File: src/rtl/gray_pkg.sv
// Shared widths and FSM encoding for the grayscale frame packer.
package gray_pkg;

    localparam int PIX_W        = 8;
    localparam int WORD_W       = 32;
    localparam int PIX_PER_WORD = 4;

    typedef enum logic [1:0] {
        IDLE  = 2'd0,
        RUN   = 2'd1,
        DRAIN = 2'd2,
        DONE  = 2'd3
    } state_t;

endpackage

File: src/rtl/gray_word_fifo.sv
// Synchronous first-word-fall-through FIFO holding packed words {last, addr, data}.
// Handshake: a push is taken when not full, or when full with a pop in the same
// cycle; a pop is taken only when not empty; flush empties the FIFO at the edge.
module gray_word_fifo
    import gray_pkg::*;
#(
    parameter int DEPTH  = 8,
    parameter int DATA_W = 50
) (
    input  logic                        clk,
    input  logic                        rst_n,
    input  logic                        flush,
    input  logic                        push,
    input  logic [DATA_W-1:0]           din,
    input  logic                        pop,
    output logic [DATA_W-1:0]           dout,
    output logic                        full,
    output logic                        empty,
    output logic [$clog2(DEPTH):0]      level
);

    localparam int AW = $clog2(DEPTH);

    generate
        if ((DEPTH < 2) || ((DEPTH & (DEPTH - 1)) != 0)) begin : g_bad_depth
            $error("gray_word_fifo: DEPTH must be a power of 2 and at least 2");
        end
    endgenerate

    logic [DATA_W-1:0] mem [DEPTH];
    logic [AW-1:0]     wr_ptr;
    logic [AW-1:0]     rd_ptr;
    logic [AW:0]       count;
    logic              do_push;
    logic              do_pop;

    assign full    = (count == (AW+1)'(DEPTH));
    assign empty   = (count == '0);
    assign level   = count;
    assign do_pop  = pop & ~empty;
    assign do_push = push & (~full | do_pop);

    // Output is forced to zero while empty so an idle port never shows stale data.
    assign dout = empty ? '0 : mem[rd_ptr];

    always_ff @(posedge clk) begin
        if (do_push) begin
            mem[wr_ptr] <= din;
        end
    end

    always_ff @(posedge clk) begin
        if (!rst_n || flush) begin
            wr_ptr <= '0;
            rd_ptr <= '0;
            count  <= '0;
        end else begin
            if (do_push) begin
                wr_ptr <= wr_ptr + AW'(1);
            end
            if (do_pop) begin
                rd_ptr <= rd_ptr + AW'(1);
            end
            case ({do_push, do_pop})
                2'b10:   count <= count + (AW+1)'(1);
                2'b01:   count <= count - (AW+1)'(1);
                default: count <= count;
            endcase
        end
    end

endmodule

File: src/rtl/gray_frame_packer.sv
// Packs a grayscale pixel stream into 32-bit words with per-frame word addresses
// and drains them to a frame-buffer write port (Wr_valid/Wr_ready: transfer when both high).
module gray_frame_packer
    import gray_pkg::*;
#(
    parameter int IMG_WIDTH  = 640,
    parameter int IMG_HEIGHT = 480,
    parameter int FIFO_DEPTH = 8,
    parameter int ADDR_W     = 17
) (
    input  logic              clk,
    input  logic              rst_n,
    input  logic              Frame_start,
    input  logic              Valid_in,
    input  logic [7:0]        Grayscale,
    output logic              Wr_valid,
    input  logic              Wr_ready,
    output logic [ADDR_W-1:0] Wr_addr,
    output logic [31:0]       Wr_data,
    output logic              Wr_last,
    output logic              Frame_done,
    output logic              Overflow,
    output logic              Busy,
    output logic [1:0]        dbg_state
);

    localparam int NPIX    = IMG_WIDTH * IMG_HEIGHT;
    localparam int NWORDS  = NPIX / PIX_PER_WORD;
    localparam int ENTRY_W = 1 + ADDR_W + WORD_W;
    localparam int PACK_W  = (PIX_PER_WORD - 1) * PIX_W;
    localparam int LVL_W   = $clog2(FIFO_DEPTH) + 1;
    localparam logic [ADDR_W-1:0] LAST_ADDR = ADDR_W'(NWORDS - 1);

    generate
        if ((NPIX % PIX_PER_WORD) != 0) begin : g_bad_geometry
            $error("gray_frame_packer: IMG_WIDTH*IMG_HEIGHT must be divisible by 4");
        end
        if (((NWORDS - 1) >> ADDR_W) != 0) begin : g_bad_addr_w
            $error("gray_frame_packer: ADDR_W too narrow for the frame");
        end
    endgenerate

    state_t              state;
    state_t              state_nxt;
    logic [1:0]          pack_idx;
    logic [1:0]          idx_nxt;
    logic [PACK_W-1:0]   pack_reg;
    logic [PACK_W-1:0]   pack_nxt;
    logic [ADDR_W-1:0]   addr_cnt;
    logic [ADDR_W-1:0]   addr_nxt;
    logic                overflow_q;

    logic [1:0]          eff_idx;
    logic [PACK_W-1:0]   eff_pack;
    logic [ADDR_W-1:0]   eff_addr;
    logic                pix_take;
    logic                word_done;
    logic                word_last;
    logic                frame_end;
    logic                pop_fire;
    logic                drop;

    logic [ENTRY_W-1:0]  push_entry;
    logic [ENTRY_W-1:0]  fifo_dout;
    logic                fifo_full;
    logic                fifo_empty;
    logic [LVL_W-1:0]    fifo_level;

    // Frame_start restarts the frame in the same cycle, so the pixel arriving
    // alongside it is packed against cleared counters.
    assign eff_idx   = Frame_start ? 2'd0 : pack_idx;
    assign eff_pack  = Frame_start ? '0 : pack_reg;
    assign eff_addr  = Frame_start ? '0 : addr_cnt;

    assign pix_take  = Valid_in & (Frame_start | (state == RUN));
    assign word_done = pix_take & (eff_idx == 2'd3);
    assign word_last = (eff_addr == LAST_ADDR);
    assign frame_end = word_done & word_last;
    assign pop_fire  = ~fifo_empty & Wr_ready;
    assign drop      = word_done & fifo_full & ~pop_fire;

    assign push_entry = {word_last, eff_addr, Grayscale, eff_pack};

    always_comb begin
        pack_nxt = eff_pack;
        idx_nxt  = eff_idx;
        addr_nxt = eff_addr;
        if (pix_take) begin
            if (word_done) begin
                pack_nxt = '0;
                idx_nxt  = 2'd0;
                // Advances even when the word is dropped, keeping frame geometry intact.
                addr_nxt = eff_addr + ADDR_W'(1);
            end else begin
                idx_nxt = eff_idx + 2'd1;
                case (eff_idx)
                    2'd0:    pack_nxt[7:0]   = Grayscale;
                    2'd1:    pack_nxt[15:8]  = Grayscale;
                    default: pack_nxt[23:16] = Grayscale;
                endcase
            end
        end
    end

    always_comb begin
        state_nxt = state;
        if (Frame_start) begin
            state_nxt = RUN;
        end else begin
            case (state)
                IDLE:    state_nxt = IDLE;
                RUN:     if (frame_end) state_nxt = DRAIN;
                DRAIN:   if (fifo_empty || ((fifo_level == LVL_W'(1)) && pop_fire)) state_nxt = DONE;
                DONE:    state_nxt = IDLE;
                default: state_nxt = IDLE;
            endcase
        end
    end

    always_ff @(posedge clk) begin
        if (!rst_n) begin
            state      <= IDLE;
            pack_idx   <= 2'd0;
            pack_reg   <= '0;
            addr_cnt   <= '0;
            overflow_q <= 1'b0;
        end else begin
            state    <= state_nxt;
            pack_idx <= idx_nxt;
            pack_reg <= pack_nxt;
            addr_cnt <= addr_nxt;
            if (Frame_start) begin
                overflow_q <= 1'b0;
            end else if (drop) begin
                overflow_q <= 1'b1;
            end
        end
    end

    gray_word_fifo #(
        .DEPTH  (FIFO_DEPTH),
        .DATA_W (ENTRY_W)
    ) u_fifo (
        .clk   (clk),
        .rst_n (rst_n),
        .flush (Frame_start),
        .push  (word_done),
        .din   (push_entry),
        .pop   (Wr_ready),
        .dout  (fifo_dout),
        .full  (fifo_full),
        .empty (fifo_empty),
        .level (fifo_level)
    );

    assign Wr_valid   = ~fifo_empty;
    assign Wr_last    = fifo_dout[ENTRY_W-1];
    assign Wr_addr    = fifo_dout[ENTRY_W-2 -: ADDR_W];
    assign Wr_data    = fifo_dout[WORD_W-1:0];
    assign Frame_done = (state == DONE);
    assign Busy       = (state == RUN) || (state == DRAIN);
    assign Overflow   = overflow_q;
    assign dbg_state  = state;

endmodule

File: config.mk
export PLATFORM = sky130hd
export DESIGN_NAME = gray_frame_packer
export DESIGN_NICKNAME = d
export VERILOG_FILES = /design/src/rtl/gray_pkg.sv /design/src/rtl/gray_word_fifo.sv /design/src/rtl/gray_frame_packer.sv
export SDC_FILE = /design/constraint.sdc
export NUM_CORES = 1
export LEC_CHECK = 0
export BUFFER_PORTS_ARGS = -buffer_cell sky130_fd_sc_hd__buf_2
export CAP_MARGIN = 20
export CORE_MARGIN = 2
export CORE_UTILIZATION = 45
export DETAILED_ROUTE_END_ITERATION = 8
export SLEW_MARGIN = 20
export SYNTH_ARGS = -nofsm -noshare
export SYNTH_HDL_FRONTEND = slang
export SYNTH_SLANG_ARGS = --single-unit
File: constraint.sdc
create_clock -name clk -period 8.4 [get_ports clk]
set_input_delay 0.84 -clock clk [delete_from_list [all_inputs] [get_ports clk]]
set_output_delay 0.84 -clock clk [all_outputs]
set_load 0.03 [all_outputs]
* After elaboration in Yosys (flattened, before gate mapping) *
Memory sizes are Yosys's and may differ from the RTL's. A register that Yosys moved wholly into a read port is not among the register bits.
Cells that the tools add are included.

storage, ports and cells
  bits in registers = 56
  memory bits (writable) = 400
  memories kept = 1
  output and inout bits = 56

memories
  memory      words  bits a word  rd ports  clocked after memory_dff  write ports  line                  source
  u_fifo.mem  8      50           1         1                         1            gray_word_fifo.sv:30  logic [DATA_W-1:0] mem [DEPTH];

operators by class
  reduce and logical (&&, ||, !) cells = 14
  bitwise logic cells = 13
  equality and inequality tests = 14
  add/subtract/negate cells = 6
  mux-type cells = 22

operators with widths
  cell                                            count
  two-way mux 24 bit                              3
  two-way mux 17 bit                              3
  two-way mux 50 bit                              1
  two-way mux 8 bit                               3
  adder 17 x 1 -> 17 bit (second input constant)  1
  == test 17 bit (second input constant)          1
  two-way mux 2 bit                               5
  == test 2 bit (second input constant)           4
  case mux 4 bit (2 select lines)                 1
  AND 1 bit                                       7
  adder 3 x 1 -> 3 bit (second input constant)    2
  == test 2 x 1 -> 1 bit (second input constant)  3
  two-way mux 3 bit                               2
  inequality test 3 bit (second input constant)   2
  case mux 2 bit (3 select lines)                 1
  OR reduction 2 bit                              3
  adder 4 x 1 -> 4 bit (second input constant)    1
  == test 4 x 1 -> 1 bit (second input constant)  1
  == test 4 bit (second input constant)           1
  logical NOT 2 bit                               2
  logical NOT 4 bit                               1
  inequality test 2 bit (second input constant)   2
  NOT 1 bit                                       4
  AND reduction 2 bit                             2
  other kinds (8)                                 13

* Depth between registers and ports, before layout *
  depth after elaboration = 8
  gate-level depth with buffers = 13
  gate-level depth less buffers = 10

* Cells and area by module *
A second synthesis with hierarchy kept.

second synthesis, totals
  cells, all modules = 983
  area, all modules = 18,247.5 sq um

modules (own cells, without submodules)
  module             times used  area each (sq um)  cells each
  gray_word_fifo     1           15,882.7           717
  gray_frame_packer  1           2,364.8            266

* Least setup slack after synthesis *
OpenSTA, ideal clock, no wires.

  kind = input -> register
  start = input port Frame_start
  end = memory u_fifo.mem[4][0] (enable)
  required time = 7,881 ps
  stages = 9
  library setup time = 519 ps
  setup slack = 2,100 ps
  arrival time = 5,781 ps
  path through = buf_6 -> buf_4 -> clkbuf_1 -> nor2b_1 -> ha_1 -> o211ai_4 -> nor2_1 -> nand2_1 -> nor3_1

on the way
  word-level cells in the longest chain between the ends = 6

RTL lines
  element                                                       line                                              source
  start: declaration                                            gray_frame_packer.sv:13                           input logic Frame_start,
  two-way mux 2 bit / bitwise OR 1 bit (equally long branches)  gray_frame_packer.sv:71, gray_frame_packer.sv:75
  == test 2 bit / AND 1 bit (equally long branches)             gray_frame_packer.sv:76, gray_frame_packer.sv:75
  AND 1 bit (*)                                                 gray_frame_packer.sv:76                           assign word_done = pix_take & (eff_idx == 2'd3);
  AND 1 bit (*)                                                 gray_word_fifo.sv:41                              assign do_push = push & (~full | do_pop);
  two-way mux 1 bit (*)                                         gray_word_fifo.sv:47                              if (do_push) begin
  two-way mux 1 bit (not written as such) (*)                   gray_word_fifo.sv:48                              mem[wr_ptr] <= din;
  end: declaration                                              gray_word_fifo.sv:30

Mark *: on every way between the ends. The rest lies on a longest branch, timed or not.

==> impl_metrics.csv <==
group,metric,value,unit
detailed_routing,drt-initial-drc-count,440,
synth,synth-edff-count,400,
synth,ys_seq_area_share,73.02,%
cells_and_area,layout.nets,1074,
sta,fin_crit_sh,50.93,%
sta,hold_viol_final,0,
place,dpl_cell_area,19050,um^2
cts,insertion_delay,0.57,ns
setup_path,cp-start-kind,"flop",
floorplan,std_cell_rows,73,
cells_and_area,drive_gt1_share,24.44,%
detailed_routing,routed-via-count,8624,
place,pre_cts_ws,4.080,ns
place,gp_congestion,0.7581,
sta,fin_skew,0.02028,ns
cts,clk_pin_slew_worst_paths,0.06,ns
cells_and_area,n_antenna_cell,0,
synth,async_flop_share,0,%
cells_and_area,n_fill_cell,3235,
sta,maxSlewHeadroom,25.53,%
sta,rsz0062_at_grt,"no",
global_route,grt_first_pass_wirelength,54880,um
cells_and_area,multi_input_area,4696,um^2
floorplan,die_w,204.4,um
synth,ys_types,48,
synth,syn-mean-instance-area,18.78,um^2
synth,yosysWarnings,0,
floorplan,boundaryPins,69,
floorplan,core-area,39640,um^2
power,leakagePower,6.662,nW
synth,yosys_register_bits,459,
floorplan,die_h,204.4,um
cts,clock-sinks,459,
cts,hold_buffers,0,
global_route,antenna_found_initial,0,
cells_and_area,syn_to_final_growth,13.28,%
cells_and_area,largest_reg_flops,400,
cts,ctsHtreeMaxLevel,2,
sta,tns,0,ns
cts,clock_tree.buffer_depth,3,
cts,cts_root_buffer,"clkbuf_16",
setup_path,worstSetupPathType,"flop to output pin",
sta,worst_hold_slack,0.5111,ns
synth,syn-instance-count,962,
detailed_routing,route.detailed.drc,0,
run_status,run_status,"finished, final reports clean",
setup_path,worstSetupEndpointType,"output pin",
detailed_routing,firstDrtPassIters,5,
synth,synth_area,18070,um^2
synth,synth_ff_type,"edfxtp_1",
global_route,grt_max_degree,55,
cts,postCtsResizedCells,0,
cells_and_area,regArea,13200,um^2
detailed_routing,viasPerCell,5.373,
cts,post-cts-setup-buffer-count,0,
detailed_routing,avgRoutedWirePerCell,22.07,um
cells_and_area,final_area,20460,um^2
worst_hold_path,hp-class,"flop to flop",
global_route,globalRouteTotalUtil,17.76,%
sta,setup_viol,0,
global_route,grt-ovfl-total,0,
detailed_routing,antenna_left,0,
sta,finalCriticalPeriod,4.278,ns
place,dp_hpwl,20060,um
sta,drv_slew,0,
setup_path,arrival,3.44,ns
floorplan,dieArea,41770,um^2
sta,worstMarginPinSlew,1.117,ns
power,ir_drop,0.1781,mV
global_route,grt_pass1_vias,9038,
setup_path,crit_fanout,45,
sta,fin_ws,4.122,ns
floorplan,start_util,45.57,%
synth,synth_nets,989,
power,power.density,217.9,nW/um^2
detailed_routing,routed_wirelength,35420,um
cts,cts_tree,"built",
place,io_buffers,68,
job,maxCapViolCount,0,
setup_path,crit_required,7.56,ns
cts,numCtsBuffers,46,
sta,max_freq,233.8,MHz
power,p_total,0.004460,W
[per-layer routing]
layer / track usage (%) / vias up / routed length, um
met2: 29.04 / 194 / 17250
li1: - / 3933 / -
met4: 5.927 / 0 / 863
met3: 2.376 / 56 / 1539
met1: 24.77 / 4441 / 15770
met5: 0 / - / 0
[per-stage QoR]
step / std cells / utilization (%)
final: 1605 / 51.63
after global routing: 1605 / 51.63
after CTS: 1605 / 51.61
after detailed placement: 1524 / 48.05
after global placement: 1524 / 48.05
after floorplan: 962 / -
[placed cells by master (no fill, tap or decap), drive strengths merged, types with 4 or more instances in the layout]
cell	Yosys	layout
xnor2	17	17
and2	15	15
xor2	6	6
nand4	6	6
nand3	5	5
clkbuf	21	65
clkinv	0	9
nand2	17	17
nor2	104	104
nor3	4	4
buf	25	83
mux4	100	100
edfxtp	400	400
dfxtp	59	59
inv	12	15
nor2b	42	42
mux2i	77	77
a21oi	5	5
ha	14	14
[synth_stat cells (2+ instances only)]
cell,n,share of area (%)
mux2i_1,77,4.3
nand2b_1,3,0.10
a21oi_1,5,0.14
a211oi_1,2,0.083
and4b_1,2,0.11
nor4_1,2,0.069
dfxtp_1,59,6.5
xor2_1,6,0.29
a21boi_0,2,0.083
clkbuf_1,20,0.42
xnor2_1,17,0.82
nor2_1,104,2.2
o21ai_0,2,0.055
mux4_2,100,12
nor2b_1,42,1.5
edfxtp_1,400,66
nand4_1,6,0.21
nand2_2,3,0.10
and2_1,15,0.52
nor3_1,3,0.083
ha_1,14,0.97
inv_1,11,0.23
or3_1,2,0.069
buf_2,12,0.33
and3_1,2,0.069
nand3_1,5,0.14
nand4b_1,2,0.097
buf_1,11,0.23
nand2_1,14,0.29
[report_power, final]
group	leakage [nW]	switching (W)	internal [W]
Sequential	4.11	0.00000228	0.00245
Combinational	1.87	0.0000428	0.0000166
Clock	0.682	0.000827	0.00112
Total	6.66	0.000872	0.00359
[final timing paths]
path                                             start                           to  slack, ns  cells after the start
worst max-delay path                              flop                   Wr_addr[1]       4.12                      5
worst min-delay path             Overflow$_SDFFE_PP0P_        Overflow$_SDFFE_PP0P_       0.51                      2
worst max register to register  pack_idx[0]$_SDFF_PN0_  u_fifo.mem[7][48]$_DFFE_PP_       5.13                      7
worst min register to register   Overflow$_SDFFE_PP0P_        Overflow$_SDFFE_PP0P_       0.51                      2
[logic make-up after synthesis]
family	synth area share (%)
buffers and inverters	1.357
xor gates and xnor gates	1.115
DFF	73.02
muxes	16.73
adders and majority gates	0.9696
AOI/OAI and AO/OA	0.7964
and+or+nand+nor	6.005
[critical path: stages (launching register included)]
cell	delay (ns)
dfxtp_4	0.71
buf_4	0.84
mux4_2	0.59
mux2i_1	0.36
nor2_1	0.09
buf_2	0.21
[area by class of cell]
class	count	share of cell area (%)
Sequential cell	459	64.52
Clock buffer	65	6.224
Inverter	12	0.2201
Clock inverter	16	0.6664
Multi-Input combinational cell	445	22.95
Tap cell	525	3.210
Timing Repair Buffer	83	2.213
Power figures use the tool's default switching activity.
